===== src/rtl/seg_scan_driver_pkg.sv =====
// Shared seven-segment helpers: hex glyph decode, dp bit index, width helper.
// Pure constants/functions; no timing or flow control.
package seg_pkg;

  localparam int SEG_DP = 7;

  function automatic int clog2(input int v);
    int r;
    r = 0;
    while ((1 << r) < v) r++;
    return r;
  endfunction

  // Glyph bits are {g,f,e,d,c,b,a}, active-high.
  function automatic logic [6:0] hex7(input logic [3:0] nib);
    logic [6:0] s;
    case (nib)
      4'h0: s = 7'h3F;
      4'h1: s = 7'h06;
      4'h2: s = 7'h5B;
      4'h3: s = 7'h4F;
      4'h4: s = 7'h66;
      4'h5: s = 7'h6D;
      4'h6: s = 7'h7D;
      4'h7: s = 7'h07;
      4'h8: s = 7'h7F;
      4'h9: s = 7'h6F;
      4'hA: s = 7'h77;
      4'hB: s = 7'h7C;
      4'hC: s = 7'h39;
      4'hD: s = 7'h5E;
      4'hE: s = 7'h79;
      default: s = 7'h71;
    endcase
    return s;
  endfunction

endpackage


===== src/rtl/seg_scan_driver_if.sv =====
// Display request/pin bundle between a debug source and the scanner.
// No handshake: inputs are level-sampled, outputs are registered pins.
interface seg_scan_driver_if #(
  parameter int NUM_DIGITS = 4,
  parameter int PWM_BITS   = 3
);
  logic [4*NUM_DIGITS-1:0] digits;
  logic [NUM_DIGITS-1:0]   dp;
  logic [NUM_DIGITS-1:0]   digit_en;
  logic                    blank_lz;
  logic                    freeze;
  logic [PWM_BITS-1:0]     brightness;
  logic [7:0]              seg;
  logic [NUM_DIGITS-1:0]   an;
  logic                    frame_tick;

  modport master (
    output digits, dp, digit_en, blank_lz, freeze, brightness,
    input  seg, an, frame_tick
  );

  modport slave (
    input  digits, dp, digit_en, blank_lz, freeze, brightness,
    output seg, an, frame_tick
  );
endinterface


===== src/rtl/seg_scan_driver_tick_prescaler.sv =====
// Free-running modulo-DIV counter; tick is combinational on the last count.
// Latency: tick asserts in the same cycle cnt==DIV-1; no backpressure.
module tick_prescaler
  import seg_pkg::*;
#(
  parameter  int DIV   = 4,
  localparam int CNT_W = (clog2(DIV) < 1) ? 1 : clog2(DIV)
) (
  input  logic             clk,
  input  logic             res_n,
  output logic [CNT_W-1:0] cnt,
  output logic             tick
);

  localparam logic [CNT_W-1:0] LAST = CNT_W'(DIV - 1);

  logic [CNT_W-1:0] cnt_q;
  logic [CNT_W-1:0] cnt_d;

  always_comb begin
    tick  = (cnt_q == LAST);
    cnt_d = tick ? '0 : cnt_q + CNT_W'(1);
  end

  always_ff @(posedge clk or negedge res_n) begin
    if (!res_n) cnt_q <= '0;
    else        cnt_q <= cnt_d;
  end

  assign cnt = cnt_q;

endmodule


===== src/rtl/seg_scan_driver.sv =====
// N-digit multiplexed 7-seg scanner with LZ blanking, PWM, frame snapshot/freeze.
// Latency: 1 clk from scan state to pins; no backpressure (free-running scan).
module seg_scan_driver
  import seg_pkg::*;
#(
  parameter int NUM_DIGITS = 4,
  parameter int CLK_HZ     = 100000000,
  parameter int SCAN_HZ    = 1000,
  parameter int PWM_BITS   = 3,
  parameter int ACTIVE_LOW = 1
) (
  input  logic              clk,
  input  logic              res_n,
  seg_scan_driver_if.slave  bus
);

  localparam int DIV   = CLK_HZ / SCAN_HZ;
  localparam int CNT_W = (clog2(DIV) < 1) ? 1 : clog2(DIV);
  localparam int IDX_W = (NUM_DIGITS > 1) ? clog2(NUM_DIGITS) : 1;
  localparam logic [IDX_W-1:0]      IDX_LAST = IDX_W'(NUM_DIGITS - 1);
  localparam logic [7:0]            SEG_OFF  = (ACTIVE_LOW != 0) ? 8'hFF : 8'h00;
  localparam logic [NUM_DIGITS-1:0] AN_OFF   = (ACTIVE_LOW != 0) ? {NUM_DIGITS{1'b1}} : '0;

  if (DIV < 2) begin : g_bad_div
    $error("seg_scan_driver: CLK_HZ/SCAN_HZ must be >= 2");
  end
  if (NUM_DIGITS < 1 || NUM_DIGITS > 8) begin : g_bad_digits
    $error("seg_scan_driver: NUM_DIGITS must be 1..8");
  end

  logic [CNT_W-1:0]        cnt;
  logic                    slot_end;
  logic                    wrap;

  logic [IDX_W-1:0]        idx_q, idx_d;
  logic [PWM_BITS-1:0]     pwm_cnt_q, pwm_cnt_d;
  logic [4*NUM_DIGITS-1:0] snap_dig_q, snap_dig_d;
  logic [NUM_DIGITS-1:0]   snap_dp_q, snap_dp_d;
  logic [NUM_DIGITS-1:0]   snap_en_q, snap_en_d;
  logic                    frame_tick_q, frame_tick_d;
  logic [NUM_DIGITS-1:0]   an_q, an_d;
  logic [7:0]              seg_q, seg_d;

  logic [NUM_DIGITS-1:0]   lz_blank;
  logic                    zero_run;
  logic [3:0]              cur_nib;
  logic                    cur_dp, cur_en, cur_lz, lit;
  logic [NUM_DIGITS-1:0]   an_onehot, an_raw;
  logic [7:0]              seg_raw;

  tick_prescaler #(.DIV(DIV)) u_prescaler (
    .clk   (clk),
    .res_n (res_n),
    .cnt   (cnt),
    .tick  (slot_end)
  );

  always_comb begin
    wrap         = slot_end && (idx_q == IDX_LAST);
    idx_d        = idx_q;
    pwm_cnt_d    = pwm_cnt_q + PWM_BITS'(1);
    snap_dig_d   = snap_dig_q;
    snap_dp_d    = snap_dp_q;
    snap_en_d    = snap_en_q;
    frame_tick_d = wrap;

    if (slot_end) idx_d = wrap ? '0 : idx_q + IDX_W'(1);

    // Capture only at the frame boundary so a frame is always self-consistent.
    if (wrap && !bus.freeze) begin
      snap_dig_d = bus.digits;
      snap_dp_d  = bus.dp;
      snap_en_d  = bus.digit_en;
    end

    // A digit is a leading zero if it and every digit above it are zero;
    // digit 0 always shows so a zero value still reads "0".
    zero_run = 1'b1;
    lz_blank = '0;
    for (int i = NUM_DIGITS - 1; i >= 0; i--) begin
      zero_run = zero_run & (snap_dig_q[4*i +: 4] == 4'h0);
      if (i > 0) lz_blank[i] = bus.blank_lz & zero_run;
    end

    cur_nib   = 4'h0;
    cur_dp    = 1'b0;
    cur_en    = 1'b0;
    cur_lz    = 1'b0;
    an_onehot = '0;
    for (int i = 0; i < NUM_DIGITS; i++) begin
      if (idx_q == IDX_W'(i)) begin
        cur_nib      = snap_dig_q[4*i +: 4];
        cur_dp       = snap_dp_q[i];
        cur_en       = snap_en_q[i];
        cur_lz       = lz_blank[i];
        an_onehot[i] = 1'b1;
      end
    end

    // First cycle of each slot stays dark so the previous digit cannot ghost.
    lit = cur_en & ~cur_lz & (pwm_cnt_q <= bus.brightness) & (cnt != '0);

    an_raw          = lit ? an_onehot : '0;
    seg_raw         = '0;
    seg_raw[6:0]    = lit ? hex7(cur_nib) : 7'h00;
    seg_raw[SEG_DP] = lit & cur_dp;

    an_d  = (ACTIVE_LOW != 0) ? ~an_raw  : an_raw;
    seg_d = (ACTIVE_LOW != 0) ? ~seg_raw : seg_raw;
  end

  always_ff @(posedge clk or negedge res_n) begin
    if (!res_n) begin
      idx_q        <= '0;
      pwm_cnt_q    <= '0;
      snap_dig_q   <= '0;
      snap_dp_q    <= '0;
      snap_en_q    <= '0;
      frame_tick_q <= 1'b0;
      an_q         <= AN_OFF;
      seg_q        <= SEG_OFF;
    end else begin
      idx_q        <= idx_d;
      pwm_cnt_q    <= pwm_cnt_d;
      snap_dig_q   <= snap_dig_d;
      snap_dp_q    <= snap_dp_d;
      snap_en_q    <= snap_en_d;
      frame_tick_q <= frame_tick_d;
      an_q         <= an_d;
      seg_q        <= seg_d;
    end
  end

  assign bus.an         = an_q;
  assign bus.seg        = seg_q;
  assign bus.frame_tick = frame_tick_q;

endmodule


===== src/flat_wrapper.sv =====
// flat-port wrapper written by rule: the top's interface ports become plain ports
module seg_scan_driver_flat import seg_pkg::*;
#(
  parameter int NUM_DIGITS = 4,
  parameter int CLK_HZ     = 100000000,
  parameter int SCAN_HZ    = 1000,
  parameter int PWM_BITS   = 3,
  parameter int ACTIVE_LOW = 1
)
  (clk, res_n, bus_digits, bus_dp, bus_digit_en, bus_blank_lz, bus_freeze, bus_brightness, bus_seg, bus_an, bus_frame_tick);
  seg_scan_driver_if #(.NUM_DIGITS(NUM_DIGITS), .PWM_BITS(PWM_BITS)) bus_i ();
  input  logic clk;
  input  logic res_n;
  input wire logic [$bits(bus_i.digits)-1:0] bus_digits;
  input wire logic [$bits(bus_i.dp)-1:0] bus_dp;
  input wire logic [$bits(bus_i.digit_en)-1:0] bus_digit_en;
  input wire logic [$bits(bus_i.blank_lz)-1:0] bus_blank_lz;
  input wire logic [$bits(bus_i.freeze)-1:0] bus_freeze;
  input wire logic [$bits(bus_i.brightness)-1:0] bus_brightness;
  output wire logic [$bits(bus_i.seg)-1:0] bus_seg;
  output wire logic [$bits(bus_i.an)-1:0] bus_an;
  output wire logic [$bits(bus_i.frame_tick)-1:0] bus_frame_tick;
  assign bus_i.digits = bus_digits;
  assign bus_i.dp = bus_dp;
  assign bus_i.digit_en = bus_digit_en;
  assign bus_i.blank_lz = bus_blank_lz;
  assign bus_i.freeze = bus_freeze;
  assign bus_i.brightness = bus_brightness;
  assign bus_seg = bus_i.seg;
  assign bus_an = bus_i.an;
  assign bus_frame_tick = bus_i.frame_tick;
  seg_scan_driver #(.NUM_DIGITS(NUM_DIGITS), .CLK_HZ(CLK_HZ), .SCAN_HZ(SCAN_HZ), .PWM_BITS(PWM_BITS), .ACTIVE_LOW(ACTIVE_LOW)) u_core (.clk(clk), .res_n(res_n), .bus(bus_i));
endmodule

===== config.mk =====
export PLATFORM = sky130hd
export DESIGN_NAME = seg_scan_driver_flat
export DESIGN_NICKNAME = d
export VERILOG_FILES = /design/src/rtl/seg_scan_driver_pkg.sv /design/src/rtl/seg_scan_driver_if.sv /design/src/rtl/seg_scan_driver_tick_prescaler.sv /design/src/rtl/seg_scan_driver.sv /design/src/flat_wrapper.sv
export SDC_FILE = /design/constraint.sdc
export NUM_CORES = 1
export LEC_CHECK = 0
export ABC_AREA = 1
export ABC_CLOCK_PERIOD_IN_PS = 2000
export CORE_ASPECT_RATIO = 1.4
export CORE_MARGIN = 1.5
export CORE_UTILIZATION = 38
export DETAILED_ROUTE_END_ITERATION = 10
export PLACE_DENSITY = 0.62
export SLEW_MARGIN = 20
export SYNTH_ARGS = -nofsm -noshare
export SYNTH_HDL_FRONTEND = slang
export SYNTH_SLANG_ARGS = --single-unit

===== constraint.sdc =====
create_clock -name clk -period 2 [get_ports clk]
set_input_delay 0.4 -clock clk [delete_from_list [all_inputs] [get_ports clk]]
set_output_delay 0.4 -clock clk [all_outputs]
set_load 0.02 [all_outputs]

==> results of run 1 <==
## timing repair
action | in CTS | in global routing
cloned | 0 | 0
pin swaps | 0 | 1
gates resized for setup | 1 | 13
hold buffers | 0 | 0
endpoints found under the setup margin | 2 | 32
setup buffers | 0 | 2
## cells in the mapped netlist, drive strengths merged
cell    count  area (µm²)
nand3b      3       22.52
nand3      65       330.3
ha         16       200.2
nand2     130       503.0
a21boi      1       7.510
or2         1       6.260
nor3        6       52.55
clkinv      1       3.750
buf         9       62.55
nor4        2       12.51
clkbuf      2       7.510
nor2       36       151.4
o21ai       4       20.02
dfrtp      47        1176
xor2        7       61.31
dfstp      12       315.3
o211ai      1       7.510
inv        42       157.7
xnor2       2       17.52
nand4       5       31.28
a21oi      15       75.07
## through the flow
step / hold WS [ns] / std cells / area, µm² / TNS [ns]
6_report: 0.08325 / 580 / 4318 / 0
4_1_cts: 0.1003 / 578 / 4255 / 0
3_3_place_gp: 0.4371 / 562 / 3887 / 0
2_1_floorplan: 0.1044 / 407 / 3222 / 0
3_5_place_dp: 0.4389 / 562 / 3887 / -0.4948
5_1_grt: 0.1201 / 580 / 4318 / -0.006541
## cell families after synthesis
group / count (synthesis)
simple gates: 248
flops: 59
buf+inv: 54
compound gates: 21
fa+ha+maj: 16
xor+xnor: 9
## cell usage in the layout (no fill, tap or decap), types with 3 or more instances in the layout
cell / n
nand4_1: 5
inv_1: 40
clkdlybuf4s50_1: 42
dfstp_2: 12
nor2_1: 35
a21oi_1: 13
nand3b_1: 3
nand2_1: 126
bufinv_16: 4
clkbuf_16: 9
o21ai_0: 4
nor3_1: 4
dfrtp_1: 46
nand3_1: 64
ha_1: 13
buf_4: 21
xor2_1: 7
## per-layer routing
layer  vias to the layer above  global-route usage (%)  part of all wire [%]
li1                       1432                       -                     -
met1                      1281                   20.96                    43
met2                        55                   30.28                    51
met3                        13                   4.426                   3.1
met4                         0                   9.310                   2.8
met5                         -                       0                     0
## worst paths after layout
check	startpoint	to	slack (ns)	cells after the start
setup / recovery	u_core.u_prescaler.cnt[0]	u_core.u_prescaler.cnt[16]	0.15	8
hold / removal	res_n	u_core.snap_en_q[2]	0.08	1
setup reg to reg	u_core.u_prescaler.cnt[0]	u_core.u_prescaler.cnt[16]	0.15	8
hold reg to reg	u_core.pwm_cnt_q[0]	u_core.pwm_cnt_q[0]	0.44	1
max in group asynchronous	res_n	u_core.u_prescaler.cnt[13]	1.33	2
min in group clk	u_core.pwm_cnt_q[0]	u_core.pwm_cnt_q[0]	0.44	1
## final cells by class
| cell class | count | area [µm²] |
|---|---|---|
| clock buffers | 9 | 225.2 |
| clock inverters | 7 | 140.1 |
| multi-input cells | 294 | 1548 |
| flip-flops and latches | 59 | 1493 |
| repair buffers | 66 | 623.1 |
| well taps | 102 | 127.6 |
| inverters | 43 | 161.4 |
| fillers | 788 | 3880 |
## power groups by stage
stage                     Sequential, mW  Combinational [mW]  Clock (mW)
after floorplan                     1.22              0.0128           0
after global placement              1.22               0.106           0
after detailed placement            1.22               0.108           0
after CTS                           1.20               0.108        1.90
after global routing                1.20               0.117        1.96
final                               1.20               0.106        1.87
## registers in the layout, indices dropped and copies added (netlist names)
name	flops
u_core.snap_dig_q	16
u_core.snap_dp_q	4
u_core.bus.seg	8
u_core.u_prescaler.cnt	17
u_core.snap_en_q	4
u_core.bus.an	4
u_core.bus.frame_tick	1
u_core.idx_q	2
u_core.pwm_cnt_q	3
==> impl_metrics.csv, run 1 <==
group,metric,value,unit
power,p_switching,0.5773,mW
global_routing,grt_pass1_vias,2794,
synth,synth_area,3222,µm²
timing,relSlewSlack,59.21,%
power,total_power,3.173,mW
place,dpl_worst_slack,-0.05613,ns
synth,synth-adder-area-share,6.214,%
global_routing,antenna_found_initial,0,
synth,avgSynthCellArea,7.916,µm²
timing,clock_skew,0.007082,ns
worst_setup_path,crit_fanout,4,
floorplanning,dieHeight,112.0,µm
timing,setup_viol,0,
power,power_per_cell_area,734.8,nW/µm²
floorplanning,rows,39,
drt,ant_nets,0,
worst_setup_path,crit_type,"reg2reg",
worst_setup_path,path_cells,"ha_1 -> nand3_2 -> buf_4 -> nor2_1 -> nand2_1 -> nor2_1 -> nand4_1 -> a21oi_1",
outcome,status,"finished clean",
layout,layout-drive-gt1-share,14.44,%
synth,ys_ff_latch,59,
power,seqPwrFrac,37.7,%
floorplanning,die_w,80.82,µm
timing,tightestPinTransition,0.6119,ns
cts,tritoncts,"yes",
synth,synth_mux_area_share,0,%
cts,cts_buffers,9,
cts,clock_path_buffers,2,
synth,synth_nets,454,
synth,synth_top_family_by_area,"simple AND/OR/NAND/NOR gates",
power,internal_power,2.595,mW
cts,cts-root-buf,"clkbuf_16",
global_routing,grt_overflow_total,0,
cts,clk_latency,0.33,ns
worst_setup_path,endpoint_kind,"register",
global_routing,grt_pass1_wl,12470,µm
place,dp_hpwl,5514,µm
layout,nets,520,
cts,cts_num_sinks,59,
timing,drv_slew,0,
worst_setup_path,crit_buf_inv,1,
timing,setup_slack,0.1550,ns
floorplanning,initial_core_util,39.30,%
timing,rsz0062_at_grt,"true",
drt,drt_wl_total,7165,µm
place,finalWeightedCongestion,0.9441,
drt,vias_per_cell,4.795,
place,port_buffers,43,
global_routing,grt_usage,18.09,%
timing,fin_crit,1.845,ns
cts,cts_max_level,3,
drt,dr_total_vias,2781,
layout,final_util,52.67,%
floorplanning,dieArea,9048,µm²
synth,synth_compound_area_share,3.417,%
layout,syn2layout_area_growth,34.02,%
power,p_clk_share,59.0,%
cts,clkTransAtPathRegs,0.05,ns
layout,n_antenna_cell,0,
worst_setup_path,worstPathRequired,2.24,ns
worst_setup_path,arrival,2.08,ns
drt,dr.first_iter.drc_count,96,
worst_setup_path,cp_top_family,"simple AND/OR/NAND/NOR gates",
worst_setup_path,critPathSlowestCell,"dfrtp_1",
timing,max_freq,542.0,MHz
drt,firstDrtPassIters,4,
synth,ys.warnings.count,0,
power,netSwitchingFraction,18.20,%
synth,synthSimpleGateAreaFrac,34.45,%
floorplanning,core_area,8198,µm²
power,pwr-share-comb,3.3,%
power,peakVddDrop,0.0004892,V
worst_setup_path,worstSetupStartpointType,"register",
worst_setup_path,cpPeakStageDelay,0.37,ns
synth,synth_cell_type_count,27,
min_path,min_path_type,"in2async",
drt,wl_per_cell,12.35,µm
worst_setup_path,crit_top_cell,"nor2_1",
drt,drc_errors,0,
synth,synthXorXnorAreaFrac,2.447,%
flow_run,max_cap_violations,0,
timing,min_period_over_period,92.25,%
timing,finalHoldViolCount,0,
floorplanning,io_pins,44,
power,p_leak,2.164,nW
synth,seq_area_frac_synth,46.29,%
synth,netlist_instances,407,
global_routing,grt_max_degree,27,
Power figures use the tool's default switching activity.
==> run 2, diff against run 1 <==
--- a/config.mk
+++ b/config.mk
@@ -8,7 +8,7 @@
 export ABC_AREA = 1
 export ABC_CLOCK_PERIOD_IN_PS = 2000
 export CORE_ASPECT_RATIO = 1.4
-export CORE_MARGIN = 1.5
+export CORE_MARGIN = 2
 export CORE_UTILIZATION = 38
 export DETAILED_ROUTE_END_ITERATION = 10
 export PLACE_DENSITY = 0.62
==> run 2 against run 1 <==
Against the previous run: first-iteration DRC count up 47%; fmax down 2.7%; global-route usage is 1.5 points lower; utilization down 1.4 points; critical endpoint is now u_core.bus.seg[3]; largest power group unchanged.
==> impl_metrics.csv, run 2 (synthesis results as in run 1) <==
group,metric,value,unit
worst_setup_path,cp_top_family,"simple AND/OR/NAND/NOR gates",
worst_setup_path,worstSetupStartpointType,"register",
worst_setup_path,crit_type,"reg2reg",
cts,cts_buffers,9,
drt,vias_per_cell,4.813,
layout,nets,516,
floorplanning,dieArea,9242,µm²
timing,min_period_over_period,94.86,%
drt,ant_nets,0,
floorplanning,io_pins,44,
worst_setup_path,crit_fanout,9,
timing,tns,0,ns
cts,clk_latency,0.33,ns
outcome,status,"finished clean",
floorplanning,core_area,8198,µm²
floorplanning,rows,39,
timing,tightestPinTransition,0.4864,ns
worst_setup_path,crit_buf_inv,4,
place,finalWeightedCongestion,0.8719,
global_routing,grt_pass1_wl,11920,µm
worst_setup_path,critPathSlowestCell,"dfrtp_1",
min_path,min_path_type,"in2async",
drt,drt_wl_total,6976,µm
floorplanning,dieHeight,113.0,µm
timing,fin_crit,1.897,ns
worst_setup_path,path_cells,"buf_4 -> ha_2 -> inv_1 -> nor2_1 -> inv_1 -> nand2_1 -> ha_2 -> inv_1 -> nand3_1 -> nand3_1 -> nand3_1",
layout,layout-drive-gt1-share,13.50,%
drt,firstDrtPassIters,4,
global_routing,grt_pass1_vias,2720,
global_routing,grt_overflow_total,0,
cts,cts-root-buf,"clkbuf_16",
cts,clkTransAtPathRegs,0.05,ns
drt,drc_errors,0,
layout,final_cell_area,4202,µm²
layout,final_util,51.25,%
global_routing,grt_usage,16.62,%
worst_setup_path,endpoint_kind,"register",
worst_setup_path,cpPeakStageDelay,0.43,ns
worst_setup_path,worstPathRequired,2.26,ns
drt,dr_total_vias,2772,
drt,dr.first_iter.drc_count,141,
timing,relSlewSlack,67.28,%
power,power_per_cell_area,657.1,nW/µm²
place,port_buffers,43,
global_routing,grt_max_degree,60,
timing,drv_slew,0,
layout,final_common_cell,"nand2_1",
timing,rsz0062_at_grt,"true",
flow_run,max_cap_violations,0,
place,placed_area,3852,µm²
cts,cts_max_level,3,
layout,syn2layout_area_growth,30.41,%
timing,clock_skew,0.007159,ns
cts,clock_path_buffers,2,
power,p_leak,2.122,nW
timing,setup_viol,0,
floorplanning,die_w,81.82,µm
drt,wl_per_cell,12.11,µm
cts,tritoncts,"yes",
worst_setup_path,arrival,2.16,ns
layout,fillers,808,
floorplanning,initial_core_util,39.30,%
layout,largest_reg_flops,17,
timing,max_freq,527.1,MHz
timing,finalHoldViolCount,0,
power,total_power,2.761,mW
layout,layout_common_cells,"nand2_1, nand3_1, dfrtp_1",
power,peakVddDrop,0.0004362,V
place,dp_hpwl,5261,µm
global_routing,antenna_found_initial,0,
cts,ctsHoldBuffers,0,
layout,n_antenna_cell,0,
cts,cts_num_sinks,59,
## run 2: power by group
| group | leakage, nW | internal, mW | switching, mW |
|---|---|---|---|
| registers | 0.765 | 1.20 | 0 |
| logic | 1.21 | 0.0595 | 0.0420 |
| clock network | 0.146 | 0.969 | 0.493 |
## run 2: final timing paths
kind / start / end / slack, ns / cells past startpoint
max in group asynchronous: res_n / u_core.bus.seg[1] / 1.61 / 2
worst min-delay path: res_n / u_core.u_prescaler.cnt[1] / 0.05 / 2
worst min register to register: u_core.pwm_cnt_q[0] / u_core.pwm_cnt_q[0] / 0.45 / 1
worst max register to register: u_core.idx_q[1] / u_core.bus.seg[3] / 0.10 / 11
min in group clk: u_core.pwm_cnt_q[0] / u_core.pwm_cnt_q[0] / 0.45 / 1
worst max-delay path: u_core.idx_q[1] / u_core.bus.seg[3] / 0.10 / 11
## run 2: repair_timing
item	in CTS	in global routing
resized for setup	0	14
buffers inserted	0	1
setup endpoints to repair	0	7
endpoints found under the hold margin	0	0
## run 2: per-layer routing
layer  vias up  wire [µm]  GRT usage (%)
met5         -          0              0
met2        63       3507          27.26
met3        18        262          3.907
li1       1423          -              -
met1      1268       3003          20.12
met4         0        203          8.111
## run 2: area by class of cell
| class | count | area, µm² | area share [%] |
|---|---|---|---|
| Tap cell | 102 | 127.6 | 3.038 |
| Clock inverter | 1 | 5.005 | 0.1191 |
| Clock buffer | 15 | 287.8 | 6.849 |
| Multi-Input combinational cell | 294 | 1548 | 36.84 |
| Timing Repair Buffer | 62 | 580.6 | 13.82 |
| Inverter | 43 | 161.4 | 3.842 |
| Sequential cell | 59 | 1491 | 35.50 |
## run 2: worst reg2reg max path: stages (launching register included)
cell and delay, ns:
dfrtp_1 0.43, buf_4 0.14, ha_2 0.26, inv_1 0.08
nor2_1 0.16, inv_1 0.06, nand2_1 0.14, ha_2 0.25
inv_1 0.06, nand3_1 0.08, nand3_1 0.08, nand3_1 0.09
## run 2: through the flow
stage | hold slack (ns) | worst slack, ns | cells
final | 0.04898 | 0.1029 | 576
after global routing | 0.09823 | -0.04068 | 576
after CTS | 0.07578 | 0.04101 | 575
after detailed placement | 0.4281 | -0.006589 | 559
after global placement | 0.4258 | 0.03119 | 559
after floorplan | 0.1044 | 0.002885 | 407
==> run 3, diff against run 2 <==
--- a/config.mk
+++ b/config.mk
@@ -6,12 +6,13 @@
 export NUM_CORES = 1
 export LEC_CHECK = 0
 export ABC_AREA = 1
-export ABC_CLOCK_PERIOD_IN_PS = 2000
+export ABC_CLOCK_PERIOD_IN_PS = 2300
 export CORE_ASPECT_RATIO = 1.4
 export CORE_MARGIN = 2
 export CORE_UTILIZATION = 38
+export CTS_CLUSTER_DIAMETER = 120
 export DETAILED_ROUTE_END_ITERATION = 10
-export PLACE_DENSITY = 0.62
+export PLACE_DENSITY = 0.6
 export SLEW_MARGIN = 20
 export SYNTH_ARGS = -nofsm -noshare
 export SYNTH_HDL_FRONTEND = slang
==> constraint.sdc (replaced) <==
create_clock -name clk -period 2.3 [get_ports clk]
set_input_delay 0.46 -clock clk [delete_from_list [all_inputs] [get_ports clk]]
set_output_delay 0.46 -clock clk [all_outputs]
set_load 0.02 [all_outputs]
==> run 3 against run 2 <==
Against the previous run: wire length rose by 1.2%; critical path type unchanged; power fell by 12%; first-iteration DRC count rose by 9.9%; non-clock buffer count fell by 7; largest cell class unchanged; worst hold slack improved by 0.087 ns; critical endpoint unchanged; fmax fell by 5.8%; sequential power fell by 13%; clock skew fell by 0.0021 ns; critical path depth did not move.
==> impl_metrics.csv, run 3 (synthesis results as in run 1) <==
group,metric,value,unit
worst_setup_path,crit_type,"reg2reg",
cts,clock_path_buffers,2,
drt,ant_nets,0,
floorplanning,io_pins,44,
place,placedCellCount,553,
min_path,min_path_type,"in2async",
timing,max_freq,496.6,MHz
layout,layout-drive-gt1-share,10.06,%
worst_setup_path,worstPathRequired,2.57,ns
timing,min_period_over_period,87.55,%
power,seqPwrFrac,42.8,%
timing,rsz0062_at_grt,"false",
floorplanning,die_w,81.82,µm
global_routing,antenna_found_initial,0,
drt,firstDrtPassIters,4,
place,finalWeightedCongestion,0.8937,
timing,setup_slack,0.2865,ns
worst_setup_path,path_cells,"inv_1 -> ha_1 -> buf_4 -> a21oi_1 -> nand2_1 -> a21boi_0 -> buf_4 -> ha_1 -> nand2_1 -> nand3_1 -> nand3_1",
cts,clk_latency,0.33,ns
cts,cts_max_level,3,
global_routing,grt_pass1_vias,2781,
outcome,status,"finished clean",
power,p_leak,2.096,nW
floorplanning,dieHeight,113.0,µm
place,dp_hpwl,5342,µm
worst_setup_path,endpoint_kind,"register",
timing,tns,0,ns
cts,ctsResizeCount,0,
timing,clock_skew,0.005101,ns
cts,clkTransAtPathRegs,0.05,ns
global_routing,grt_pass1_wl,12350,µm
worst_setup_path,critPathSlowestCell,"dfrtp_1",
layout,n_antenna_cell,0,
cts,tritoncts,"yes",
floorplanning,rows,39,
power,pwr-share-comb,3.6,%
worst_setup_path,arrival,2.28,ns
drt,dr.first_iter.drc_count,155,
floorplanning,dieArea,9242,µm²
place,port_buffers,43,
worst_setup_path,crit_fanout,6,
layout,final_cell_area,4110,µm²
cts,cts_buffers,9,
worst_setup_path,worstSetupStartpointType,"register",
floorplanning,core_area,8198,µm²
cts,cts_setup_buffers,0,
global_routing,grt_usage,17.46,%
cts,cts-root-buf,"clkbuf_16",
layout,final_cells,569,
timing,fin_crit,2.014,ns
drt,drt_wl_total,7061,µm
worst_setup_path,cpPeakStageDelay,0.40,ns
cts,ctsHoldBuffers,0,
place,dpl_worst_slack,0.1909,ns
place,placed_area,3807,µm²
timing,relSlewSlack,67.46,%
timing,drv_slew,0,
timing,tightestPinTransition,0.4836,ns
cts,cts_num_sinks,59,
layout,largest_reg_flops,17,
global_routing,grt_max_degree,60,
power,total_power,2.434,mW
power,p_switching,0.4690,mW
power,power_per_cell_area,592.3,nW/µm²
layout,layout_common_cells,"nand2_1, nand3_1, dfrtp_1",
global_routing,grt_overflow_total,0,
flow_run,max_cap_violations,0,
floorplanning,initial_core_util,39.30,%
power,netSwitchingFraction,19.26,%
drt,dr_total_vias,2715,
drt,drc_errors,0,
power,internal_power,1.965,mW
layout,syn2layout_area_growth,27.57,%
power,p_clk_share,53.6,%
layout,final_common_cell,"nand2_1",
timing,finalHoldViolCount,0,
power,peakVddDrop,0.0004146,V
layout,nets,509,
timing,setup_viol,0,
drt,vias_per_cell,4.772,
drt,wl_per_cell,12.41,µm
[run 3: metrics by stage]
stage	utilization [%]	hold slack (ns)
CTS	50.14	0.1420
detailed placement	46.44	0.4500
finish	50.14	0.1362
floorplan	-	0.1644
global route	50.14	0.1695
global placement	46.44	0.4371
[run 3: worst paths after layout]
kind	from	endpoint	slack (ns)	cells after the start
min reg2reg	u_core.pwm_cnt_q[0]	u_core.pwm_cnt_q[0]	0.46	1
min in group clk	u_core.pwm_cnt_q[0]	u_core.pwm_cnt_q[0]	0.46	1
max in group asynchronous	res_n	u_core.bus.seg[4]	1.87	2
max	u_core.idx_q[0]	u_core.bus.seg[3]	0.29	11
min	res_n	u_core.snap_dig_q[6]	0.14	2
max reg2reg	u_core.idx_q[0]	u_core.bus.seg[3]	0.29	11
[run 3: layout make-up]
| cell class | count | area (µm²) |
|---|---|---|
| Clock buffer | 15 | 297.8 |
| Clock inverter | 1 | 5.005 |
| Fill cell | 835 | 4088 |
| Inverter | 43 | 161.4 |
| Multi-Input combinational cell | 294 | 1499 |
| Sequential cell | 59 | 1491 |
| Tap cell | 102 | 127.6 |
| Timing Repair Buffer | 55 | 528.0 |
[run 3: routing by layer]
metal,wire [µm],share of wire [%],global-route usage (%),up-vias
met2,3454,49,28.02,58
met3,228,3.2,3.030,20
met5,0,0,0,-
met4,277,3.9,12.11,0
li1,-,-,-,1409
met1,3101,44,20.78,1228
[run 3: power by group through the flow]
stage               clock, mW  combinational, mW  sequential (mW)
global placement            0             0.0900             1.06
finish                   1.30             0.0887             1.04
detailed placement          0             0.0915             1.06
CTS                      1.34             0.0916             1.04
global route             1.38             0.0988             1.04
floorplan                   0             0.0112             1.06
[run 3: worst max-delay path: cells and delay by family (launching register included)]
kind,cells,cell delay [ns]
adder cells (fa/ha/maj),2,0.51
buffers and inverters,3,0.44
flip-flops,1,0.40
AND/OR/NAND/NOR,4,0.32
AO/OA/AOI/OAI,2,0.28
